## config.mk

```make
export PLATFORM = sky130hd
export DESIGN_NAME = rf_wb_arbiter
export DESIGN_NICKNAME = d
export VERILOG_FILES = /design/src/rtl/rf_wb_arbiter.sv
export SDC_FILE = /design/constraint.sdc
export NUM_CORES = 1
export LEC_CHECK = 0
export ABC_AREA = 1
export BUFFER_PORTS_ARGS = -buffer_cell sky130_fd_sc_hd__buf_2
export CAP_MARGIN = 20
export CELL_PAD_IN_SITES_DETAIL_PLACEMENT = 1
export CELL_PAD_IN_SITES_GLOBAL_PLACEMENT = 1
export CORE_UTILIZATION = 32
export CTS_CLUSTER_SIZE = 20
export DETAILED_ROUTE_END_ITERATION = 7
export PLACE_DENSITY = 0.93
export SYNTH_ARGS = -nofsm -noshare
export SYNTH_HDL_FRONTEND = slang
export SYNTH_SLANG_ARGS = --single-unit
```

## constraint.sdc

```tcl
create_clock -name clk -period 2.8 [get_ports clk]
set_input_delay 0.28 -clock clk [delete_from_list [all_inputs] [get_ports clk]]
set_output_delay 0.28 -clock clk [all_outputs]
set_load 0.02 [all_outputs]
```

## src/rtl/rf_wb_arbiter.sv

```systemverilog
// Two-port register-file writeback arbiter with a one-bit round-robin pointer,
// one-cycle registered write path and per-register pending-write scoreboard.
module rf_wb_arbiter #(
  parameter int unsigned WORD_SIZE = 16,
  parameter int unsigned NREG      = 4
) (
  input  logic                 clk,
  input  logic                 reset_n,
  input  logic                 wb0_valid,
  input  logic [1:0]           wb0_addr,
  input  logic [WORD_SIZE-1:0] wb0_data,
  output logic                 wb0_ready,
  input  logic                 wb1_valid,
  input  logic [1:0]           wb1_addr,
  input  logic [WORD_SIZE-1:0] wb1_data,
  output logic                 wb1_ready,
  input  logic                 rsv_valid,
  input  logic [1:0]           rsv_addr,
  output logic                 rsv_ready,
  output logic                 rf_write,
  output logic [1:0]           rf_addr_w,
  output logic [WORD_SIZE-1:0] rf_data_w,
  output logic [NREG-1:0]      busy,
  output logic                 err_unreserved
);

  logic            last_grant;
  logic            xfer0;
  logic            xfer1;
  logic            xfer_any;
  logic [NREG-1:0] busy_nxt;

  // Grant depends only on the valids and the pointer; on a tie the port
  // that did not win last time is served.
  always_comb begin
    wb0_ready = 1'b0;
    wb1_ready = 1'b0;
    if (wb0_valid && wb1_valid) begin
      wb0_ready = last_grant;
      wb1_ready = ~last_grant;
    end else begin
      wb0_ready = wb0_valid;
      wb1_ready = wb1_valid;
    end
  end

  assign xfer0     = wb0_valid & wb0_ready;
  assign xfer1     = wb1_valid & wb1_ready;
  assign xfer_any  = xfer0 | xfer1;
  assign rsv_ready = ~busy[rsv_addr];

  // Clear on commit first, then set on reservation; a same-address collision
  // can only occur for an unreserved write, where the new reservation wins.
  always_comb begin
    busy_nxt = busy;
    if (rf_write) begin
      busy_nxt[rf_addr_w] = 1'b0;
    end
    if (rsv_valid && rsv_ready) begin
      busy_nxt[rsv_addr] = 1'b1;
    end
  end

  always_ff @(posedge clk or negedge reset_n) begin
    if (!reset_n) begin
      last_grant     <= 1'b1;
      rf_write       <= 1'b0;
      rf_addr_w      <= 2'd0;
      rf_data_w      <= '0;
      busy           <= '0;
      err_unreserved <= 1'b0;
    end else begin
      rf_write <= xfer_any;
      if (xfer_any) begin
        last_grant <= xfer1;
        rf_addr_w  <= xfer1 ? wb1_addr : wb0_addr;
        rf_data_w  <= xfer1 ? wb1_data : wb0_data;
      end
      busy <= busy_nxt;
      if (rf_write && !busy[rf_addr_w]) begin
        err_unreserved <= 1'b1;
      end
    end
  end

endmodule

```

==> metrics, run 1 <==
post_cts resized=0; drc violations=0; MaxCap Viol Count=0; Slew headroom=0.619; Final Util=0.449; final wirelength=3.50 mm; Pint=0.000612 W; CP Max Fanout=20; R2R depth=5; fin. max-slew vios=0; initial antenna violation count=0; DRT iter0 DRCs=44; vias in the first global route=roughly 1.2k; Fillers=around 500; Worst Tran Pin Value=570 ps; # IOs=70; share of layout cells above drive strength 1=0.329; CORE AREA=3720 sq um; Mapped Cells=167; Sequential Power Share=0.469; die height=64.9 um; critical path class=reg2out; Post-CTS Setup Bufs=0; largest net degree at the start of global routing=26; total number of H-tree levels=1; Layout area overhead=31.9%; Final Wtd Congestion=0.794; ant diodes=0; initial core utilization=0.341; switching power=0.000340 W; die width=between 60 and 70 um; Hold Crit Class=in2async; Clock Root Buffer=clkbuf_8; total power draw=0.000953 W; wire per inst=around 12 um; run status=complete, but fails checks; Mapped Nets=between 200 and 250; total track usage=0.181; Fin. Hold Viols=23; Post-Syn Area per Cell=~7.6 sq um; maximum VDD drop=263 uV; Lkg Pwr=roughly 1 nW; Final Skew=around 10 ps; clock-pin slew on the worst setup and hold paths=around 100 ps; Gate power share=0.300; Worst Path Required=roughly 2500 ps; post-synthesis sequential area ratio=0.495; FF/Latch Area=627 sq um; critical path arrival=between 1500 and 2000 ps; TritonCTS buffer count=3; Finished Layout Cells=282; P per Cell Area=around 570 nW/um^2; gr ovfl total=0; row count=22; max frequency=498 MHz; CTS tree=built; Vias=1313; Seq cells post-synth=25; commonest non-fill, non-tap cell in the layout=nand2_1; Netlist Area Pre-Place=approximately 1300 sq um; top_reg_cell synth=dfrtp_1; Post-synth ARST share=1.00; worst hold slack=-18.6 ps; Yosys cell types=19; Worst setup SP type=flip-flop; flop2flop setup slack=1130 ps; Detailed Place HPWL=2.75 mm; Placed Instances=278; synth warn=0; most frequent cells in the layout=73 x nand2_1, 69 x buf_2, 24 x dfrtp_1; hold-fix buffers at CTS=0; Post-synth EDFFs=0; clock power share=0.231; fin nets=278; Clock Latency Late Sink=270 ps; Min Clock Period, post-route=roughly 2000 ps; # port buffers=between 60 and 70; first-pass GRT wire length=5.78 mm; CTS Sinks=25; count of final setup violators=0; Via density=4.66; total die area=4210 sq um; RSZ-0062 raised after global routing=false; clk buf depth=2; First-pass DRT Iterations=2; Final Cycle Share=0.716; Final ANT Viol Nets=0; violated checks=negative hold slack; multi-input logic area=505 sq um; sw frac=0.357; CP endpoint kind=output pin; setup TNS=0 ps
[final timing paths]
path	startpoint	to
worst max-delay path	last_grant	wb1_ready
worst min-delay path	reset_n	rf_data_w[0]
worst max register to register	last_grant	rf_data_w[1]
worst min register to register	err_unreserved	err_unreserved
max in group asynchronous	reset_n	last_grant
min in group clk	wb0_data[15]	rf_data_w[15]
[layout make-up]
type,instances,area share
multi-input cells,115,0.303
well taps,48,0.0360
clock buffers,3,0.0247
inverters,21,0.0502
repair buffers,69,0.207
clock inverters,1,0.00449
flip-flops and latches,25,0.375
[registers in the layout (all words and copies together) (netlist names)]
name and cells:
rf_data_w 16, busy 4, rf_addr_w 2, err_unreserved 1
last_grant 1, rf_write 1
[worst max-delay path, cell delays in order, from the launching register on]
cell     delay [ps]
dfstp_2         540
nand2_1          50
nand2_1         430
inv_2           210
buf_2           220
[cells in the mapped netlist (2+ instances only)]
cell      instances  share of area
nand3_1           6          0.024
nand2_1          73           0.22
nand4_1           2         0.0099
buf_6             3          0.027
dfrtp_1          24           0.47
nor2_1            6          0.018
o21ai_0          12          0.047
o211ai_1          2          0.012
inv_1            19          0.056
o22ai_1          11          0.054
[layer usage]
layer  track usage  part of all wire  vias up  wire length [um]
li1              -                 -      662                 -
met1         0.208              0.42      614              1460
met2         0.339              0.54       35              1890
met3        0.0387             0.038        2               132
met4        0.0333            0.0077        0                27
met5             0                 0        -                 0
[power groups by stage]
stage	Sequential (W)	Clock [W]	Combinational (W)
floorplan	0.000510	0	0.000115
global placement	0.000453	0	0.000280
detailed placement	0.000455	0	0.000291
CTS	0.000448	0.000228	0.000291
global route	0.000454	0.000247	0.000318
finish	0.000447	0.000220	0.000286
[stage by stage]
step | hold slack (ps) | setup WS (ps) | area (sq um)
6_report | -18.6 | 794 | 1670
5_1_grt | 21.8 | 676 | 1670
2_1_floorplan | -15.6 | 1540 | 1270
3_5_place_dp | 307 | 1080 | 1620
3_3_place_gp | 296 | 1170 | 1620
4_1_cts | 3.86 | 769 | 1670
[logic make-up (layout without fill, tap and decap cells)]
family / Yosys count / in the layout / synth area share
buf+inv: 27 / 94 / 0.106
compound gates: 27 / 27 / 0.126
simple gates: 88 / 88 / 0.273
flops: 25 / 25 / 0.495
No activity file was read; power rests on OpenSTA's default activity.
==> run 2, diff against run 1 <==
ABC_AREA = 0   (was 1)
CORE_UTILIZATION = 30   (was 32)
PLACE_DENSITY = 0.85   (was 0.93)
clock period = 1.6 ns   (was 2.8 ns; I/O delays follow)
==> run 2 against run 1 <==
The flow now finishes without violations. Global-route usage shrank 2.6 points. Wire length increased by 3.2%. Utilization decreased by 3.5 points. Sequential power grew 87%. Die area increased by 17%. Sequential share of layout area fell by 3.3 points. Flip-flop and latch count unchanged. Clock skew fell by 5.1 ps. Final area up 9.5%.
==> metrics, run 2 <==
largest cells by area after synthesis=dfrtp_1 43%, mux2_4 19%, nor2_1 9.7%, o22ai_1 8.1%, buf_6 2.4%; Hold Startpoint=wb1_data[10]; Most flops, register=rf_data_w; Layout area overhead=31.4%; final wirelength=3.61 mm (+3.2%); TritonCTS buffer count=3 (unchanged); FF/Latch Area=627 sq um (unchanged); first-pass GRT wire length=6.03 mm (+4.3%); Slew headroom=0.605 (-0.0138); Worst setup SP type=flip-flop; Worst Tran Pin Value=592 ps (+22.0 ps); count leader, synth=nor2_1; First-pass DRT Iterations=3 (+1); flop2flop setup slack=350 ps (-780 ps); setup TNS=0 ps (unchanged); Final Skew=4.84 ps (-5.14 ps); fin. max-slew vios=0 (unchanged); Netlist Area Pre-Place=1390 sq um (+10%); Post-synth EDFFs=0 (unchanged); Yosys cell types=27 (+8); Lkg Pwr=0.929 nW (-6.0%); sw frac=0.354 (-0.00310); Detailed Place HPWL=2.67 mm (-2.8%); clk buf depth=2 (unchanged); clock-pin slew on the worst setup and hold paths=90 ps (about the same); row count=24 (+9.1%); Mapped Cells=131 (-22%); Final Cycle Share=0.967; gr ovfl total=0 (unchanged); FF-to-FF Start=last_grant; total die area=4920 sq um (+17%); Mapped Nets=174 (-17%); ant diodes=0 (unchanged); Hold Path Depth=3; Gate power share=0.364 (+0.064); Final ANT Viol Nets=0 (unchanged); # port buffers=69 (unchanged); Worst Path Required=1440 ps (-1080 ps); maximum VDD drop=376 uV (+43%); Fin. Hold Viols=0 (-100%); Seq cells post-synth=25 (unchanged); commonest non-fill, non-tap cell in the layout=buf_2; switching power=0.000680 W (+100%); Vias=1262 (-3.9%); reg2reg end=rf_data_w[4]; # IOs=70 (unchanged); critical path class=reg2out; Synth area leader=dfrtp_1; Final Wtd Congestion=0.761 (-4.2%); R2R depth=3 (-2); vias in the first global route=1317 (+6.3%); Pint=0.00124 W (+100%); Placed Instances=249 (-10%); top_reg_cell synth=dfrtp_1; DRT iter0 DRCs=30 (-32%); max frequency=between 600 and 700 MHz; wire per inst=14.2 um (+15%); synth cell count leaders=36 x nor2_1, 24 x dfrtp_1, 18 x mux2_4, 18 x o22ai_1, 5 x inv_1; share of layout cells above drive strength 1=0.495 (+0.166); die width=70.1 um (+8.1%); RSZ-0062 raised after global routing=false; area share of the leading cell type in the synthesized netlist=0.431 (-0.0430); CORE AREA=4410 sq um (+19%); MaxCap Viol Count=0 (unchanged); Fillers=523 (+2.8%); drc violations=0 (unchanged); clock power share=0.199 (-0.032); CTS tree=built; Finished Layout Cells=254 (-9.9%); fin nets=246 (-12%); synth warn=0 (unchanged); count of final setup violators=0 (unchanged); initial core utilization=0.315 (-0.0253); max reg flops=16 (unchanged); Sequential Power Share=0.436 (-0.033); Post-synth ARST share=1.00 (unchanged); Post-Syn Area per Cell=10.6 sq um (+40%); CP endpoint kind=output pin; CTS Sinks=25 (unchanged); die height=70.1 um (+8.1%); Via density=4.97 (+6.7%); initial antenna violation count=0 (unchanged); CP Max Fanout=5 (-75%); largest net degree at the start of global routing=26 (unchanged); post_cts resized=0 (unchanged); Min Clock Period, post-route=approximately 1500 ps; Clock Latency Late Sink=270 ps (about the same); Hold Path Sink=rf_data_w[10]; run status=finished, final reports clean; most frequent cells in the layout=69 x buf_2, 36 x nor2_1, 24 x dfrtp_1; biggest regs=rf_data_w x16, busy x4, rf_addr_w x2; total number of H-tree levels=1 (unchanged); P per Cell Area=1050 nW/um^2 (+84%); critical path arrival=1390 ps (-340 ps); post-synthesis sequential area ratio=0.450 (-0.0449); total track usage=0.155 (-0.0258); Hold Crit Class=in2reg; Clock Root Buffer=clkbuf_8; multi-input logic area=681 sq um (+35%)
run 2: cell type report:
class / instances / area share
Multi-Input combinational cell: 93 / 0.372
Sequential cell: 25 / 0.343
Timing Repair Buffer: 75 / 0.215
Tap cell: 52 / 0.0356
Clock buffer: 4 / 0.0246
Inverter: 5 / 0.0103
run 2: kinds of logic after synthesis:
family                 Yosys count  synth area share
flip-flops                      25             0.450
buffers and inverters           13            0.0611
multiplexers                    21             0.226
AND/OR/NAND/NOR                 41             0.118
AO/OA/AOI/OAI                   31             0.146
run 2: power by group through the flow:
stage | clock network (W) | registers [W] | logic, W
after CTS | 0.000401 | 0.000841 | 0.000710
after global placement | 0 | 0.000845 | 0.000693
final | 0.000383 | 0.000838 | 0.000700
after detailed placement | 0 | 0.000852 | 0.000706
after global routing | 0.000425 | 0.000858 | 0.000764
after floorplan | 0 | 0.000967 | 0.000335
run 2: worst max path at each step:
stage | end | start | slack (ps)
5_1_grt | rsv_ready | busy[3] | 0.2
2_1_floorplan | rsv_ready | busy[3] | 350
4_1_cts | rsv_ready | busy[3] | 40
6_report | rsv_ready | busy[3] | 50
3_3_place_gp | rsv_ready | busy[3] | 380
3_5_place_dp | rf_data_w[4] | last_grant | 340
run 2: timing repair:
| item | CTS | global route |
|---|---|---|
| hold endpoints to repair | 24 | 0 |
| setup buffers | 0 | 0 |
| hold buffers | 1 | 0 |
run 2: critical path: stages, from the launching register on:
cell and delay, ps:
dfrtp_1 430, mux4_2 480, inv_1 60, buf_2 150
run 2: metal layers:
| metal | vias up | wire length [um] | global-route usage |
|---|---|---|---|
| met5 | - | 0 | 0 |
| met2 | 45 | 1770 | 0.261 |
| met3 | 4 | 195 | 0.0303 |
| met4 | 0 | 22 | 0.0400 |
| li1 | 607 | - | - |
| met1 | 606 | 1630 | 0.203 |
run 2: per-stage QoR:
stage	util	power (W)	setup WS (ps)	cell area, sq um	hold WS [ps]
global placement	0.402	0.00154	385	1770	196
global route	0.414	0.00205	0.211	1830	124
CTS	0.414	0.00195	37.6	1830	112
detailed placement	0.402	0.00156	344	1770	207
floorplan	-	0.00130	347	1390	-136
finish	0.414	0.00192	53.2	1830	116
==> run 3, diff against run 2 <==
BUFFER_PORTS_ARGS = -buffer_cell sky130_fd_sc_hd__buf_4   (was -buffer_cell sky130_fd_sc_hd__buf_2)
==> run 3 against run 2 <==
First-iteration DRC count increased by 73%. Clock power increased by 2%. Worst setup slack improved by 19 ps. Count of clock-buffer cells in the layout decreased by 1.
==> metrics, run 3 (synthesis results as in run 2) <==
Final Skew=7.65 ps (+2.81 ps); critical path class=reg2out; Final Util=0.456 (+0.0417); ant diodes=0 (unchanged); drc violations=0 (unchanged); critical path arrival=1370 ps (-20 ps); crit path launch=busy[0]; CTS tree=built; total track usage=0.165 (+0.0103); clock-pin slew on the worst setup and hold paths=100 ps (about the same); Hold Crit Class=in2reg; most frequent cells in the layout=72 x buf_4, 36 x nor2_1, 22 x dfrtp_1; initial antenna violation count=0 (unchanged); count of final setup violators=0 (unchanged); Final Cycle Share=0.955 (-0.0120); CP Buf/Inv Count=2 (unchanged); MaxCap Viol Count=0 (unchanged); biggest regs=rf_data_w x16, busy x4, rf_addr_w x2; DRT iter0 DRCs=52 (+73%); Final Wtd Congestion=0.739 (-2.8%); # IOs=70 (unchanged); row count=24 (unchanged); run status=finished, final reports clean; initial core utilization=0.315 (unchanged); Fin. Hold Viols=0 (unchanged); Worst Path Required=1440 ps (about the same); final wirelength=3.80 mm (+5.1%); Clock Latency Late Sink=270 ps (about the same); CP Max Fanout=5 (unchanged); Via density=4.92 (-0.96%); Worst path max stage delay=470 ps (about the same); Most flops, register=rf_data_w; First-pass DRT Iterations=4 (+1); Worst Tran Pin Value=396 ps (-196 ps); total number of H-tree levels=1 (unchanged); TritonCTS buffer count=3 (unchanged); Vias=1245 (-1.3%); die height=70.1 um (unchanged); setup TNS=0 ps (unchanged); max reg flops=16 (unchanged); Worst setup SP type=flip-flop; max frequency=655 MHz (+1.3%); Slew headroom=0.735 (+0.129); Min Clock Period, post-route=1530 ps (-19.1 ps); Hold Startpoint=rsv_addr[1]; Layout area overhead=44.6%; CP endpoint kind=output pin; # port buffers=69 (unchanged); wire per inst=15.0 um (+5.5%); share of layout cells above drive strength 1=0.512 (+0.0174); Final ANT Viol Nets=0 (unchanged); total die area=4920 sq um (unchanged); maximum VDD drop=426 uV (+13%); CORE AREA=4410 sq um (unchanged); fin nets=245 (-0.41%); P per Cell Area=1040 nW/um^2 (-1.4%); Critical Path, Cell by Cell=mux4_2 > inv_1 > buf_4; RSZ-0062 raised after global routing=false; fin. max-slew vios=0 (unchanged); commonest non-fill, non-tap cell in the layout=buf_4; slowest CP cell=mux4_2; die width=70.1 um (unchanged); clk buf depth=2 (unchanged); vias in the first global route=1367 (+3.8%); Top delay family on crit path=multiplexers; CTS Sinks=25 (unchanged); largest net degree at the start of global routing=26 (unchanged); gr ovfl total=0 (unchanged); first-pass GRT wire length=6.47 mm (+7.3%); Lkg Pwr=0.986 nW (+6.2%); FF-to-FF Start=last_grant; Clock Root Buffer=clkbuf_8
## run 3: cell count changes in the layout (fill, tap and decap cells not counted), moves of 2 or more
cell | previous run | this run
dfrtp_1 | 24 | 22
buf_2 | 69 | 0
buf_4 | 5 | 72
dfrtp_2 | 0 | 2
## run 3: area by class of cell
| cell class | instances | area (sq um) |
|---|---|---|
| fill | 504 | 2400 |
| multi-input combinational | 93 | 681 |
| sequential | 25 | 629 |
| timing repair buffer | 74 | 571 |
| tap | 52 | 65.1 |
| clock buffer | 3 | 41.3 |
| inverter | 5 | 18.8 |
| clock inverter | 1 | 7.51 |
## run 3: report_power, final
group / leakage, nW / internal [W] / switching (W)
clock network: 0.0217 / 0.000176 / 0.000214
logic: 0.683 / 0.000447 / 0.000401
registers: 0.282 / 0.000747 / 0.0000998
total: 0.986 / 0.00137 / 0.000714
## run 3: metal layers
metal,up-vias,global-route usage,share of wire
met1,595,0.202,0.44
met3,2,0.0447,0.056
met4,0,0.0200,0.0032
met5,-,0,0
li1,605,-,-
met2,43,0.296,0.50
## run 3: path summary, 6_finish.rpt
check,end,slack (ps),cells past startpoint
max in group asynchronous,last_grant,970,2
hold reg to reg,err_unreserved,500,2
min in group asynchronous,rf_data_w[14],320,2
hold / removal,busy[0],90,2
setup / recovery,rsv_ready,70,3
setup reg to reg,rf_data_w[2],350,3
## run 3: metrics by stage
stage	hold slack, ps	setup slack [ps]	power (W)	cell area, sq um	std cells
3_5_place_dp	92.5	291	0.00167	1930	245
4_1_cts	85.6	28.2	0.00207	1990	250
3_3_place_gp	89.6	320	0.00164	1930	245
5_1_grt	83.1	1.21	0.00221	2010	253
2_1_floorplan	-136	347	0.00130	1390	131
6_report	94.6	72.3	0.00208	2010	253
## run 3: repair_timing
| action | CTS | global route |
|---|---|---|
| endpoints found under the hold margin | 24 | 0 |
| gates resized for setup | 0 | 3 |
| endpoints found under the setup margin | 0 | 2 |
| hold buffers | 1 | 0 |
| buffers inserted | 0 | 3 |
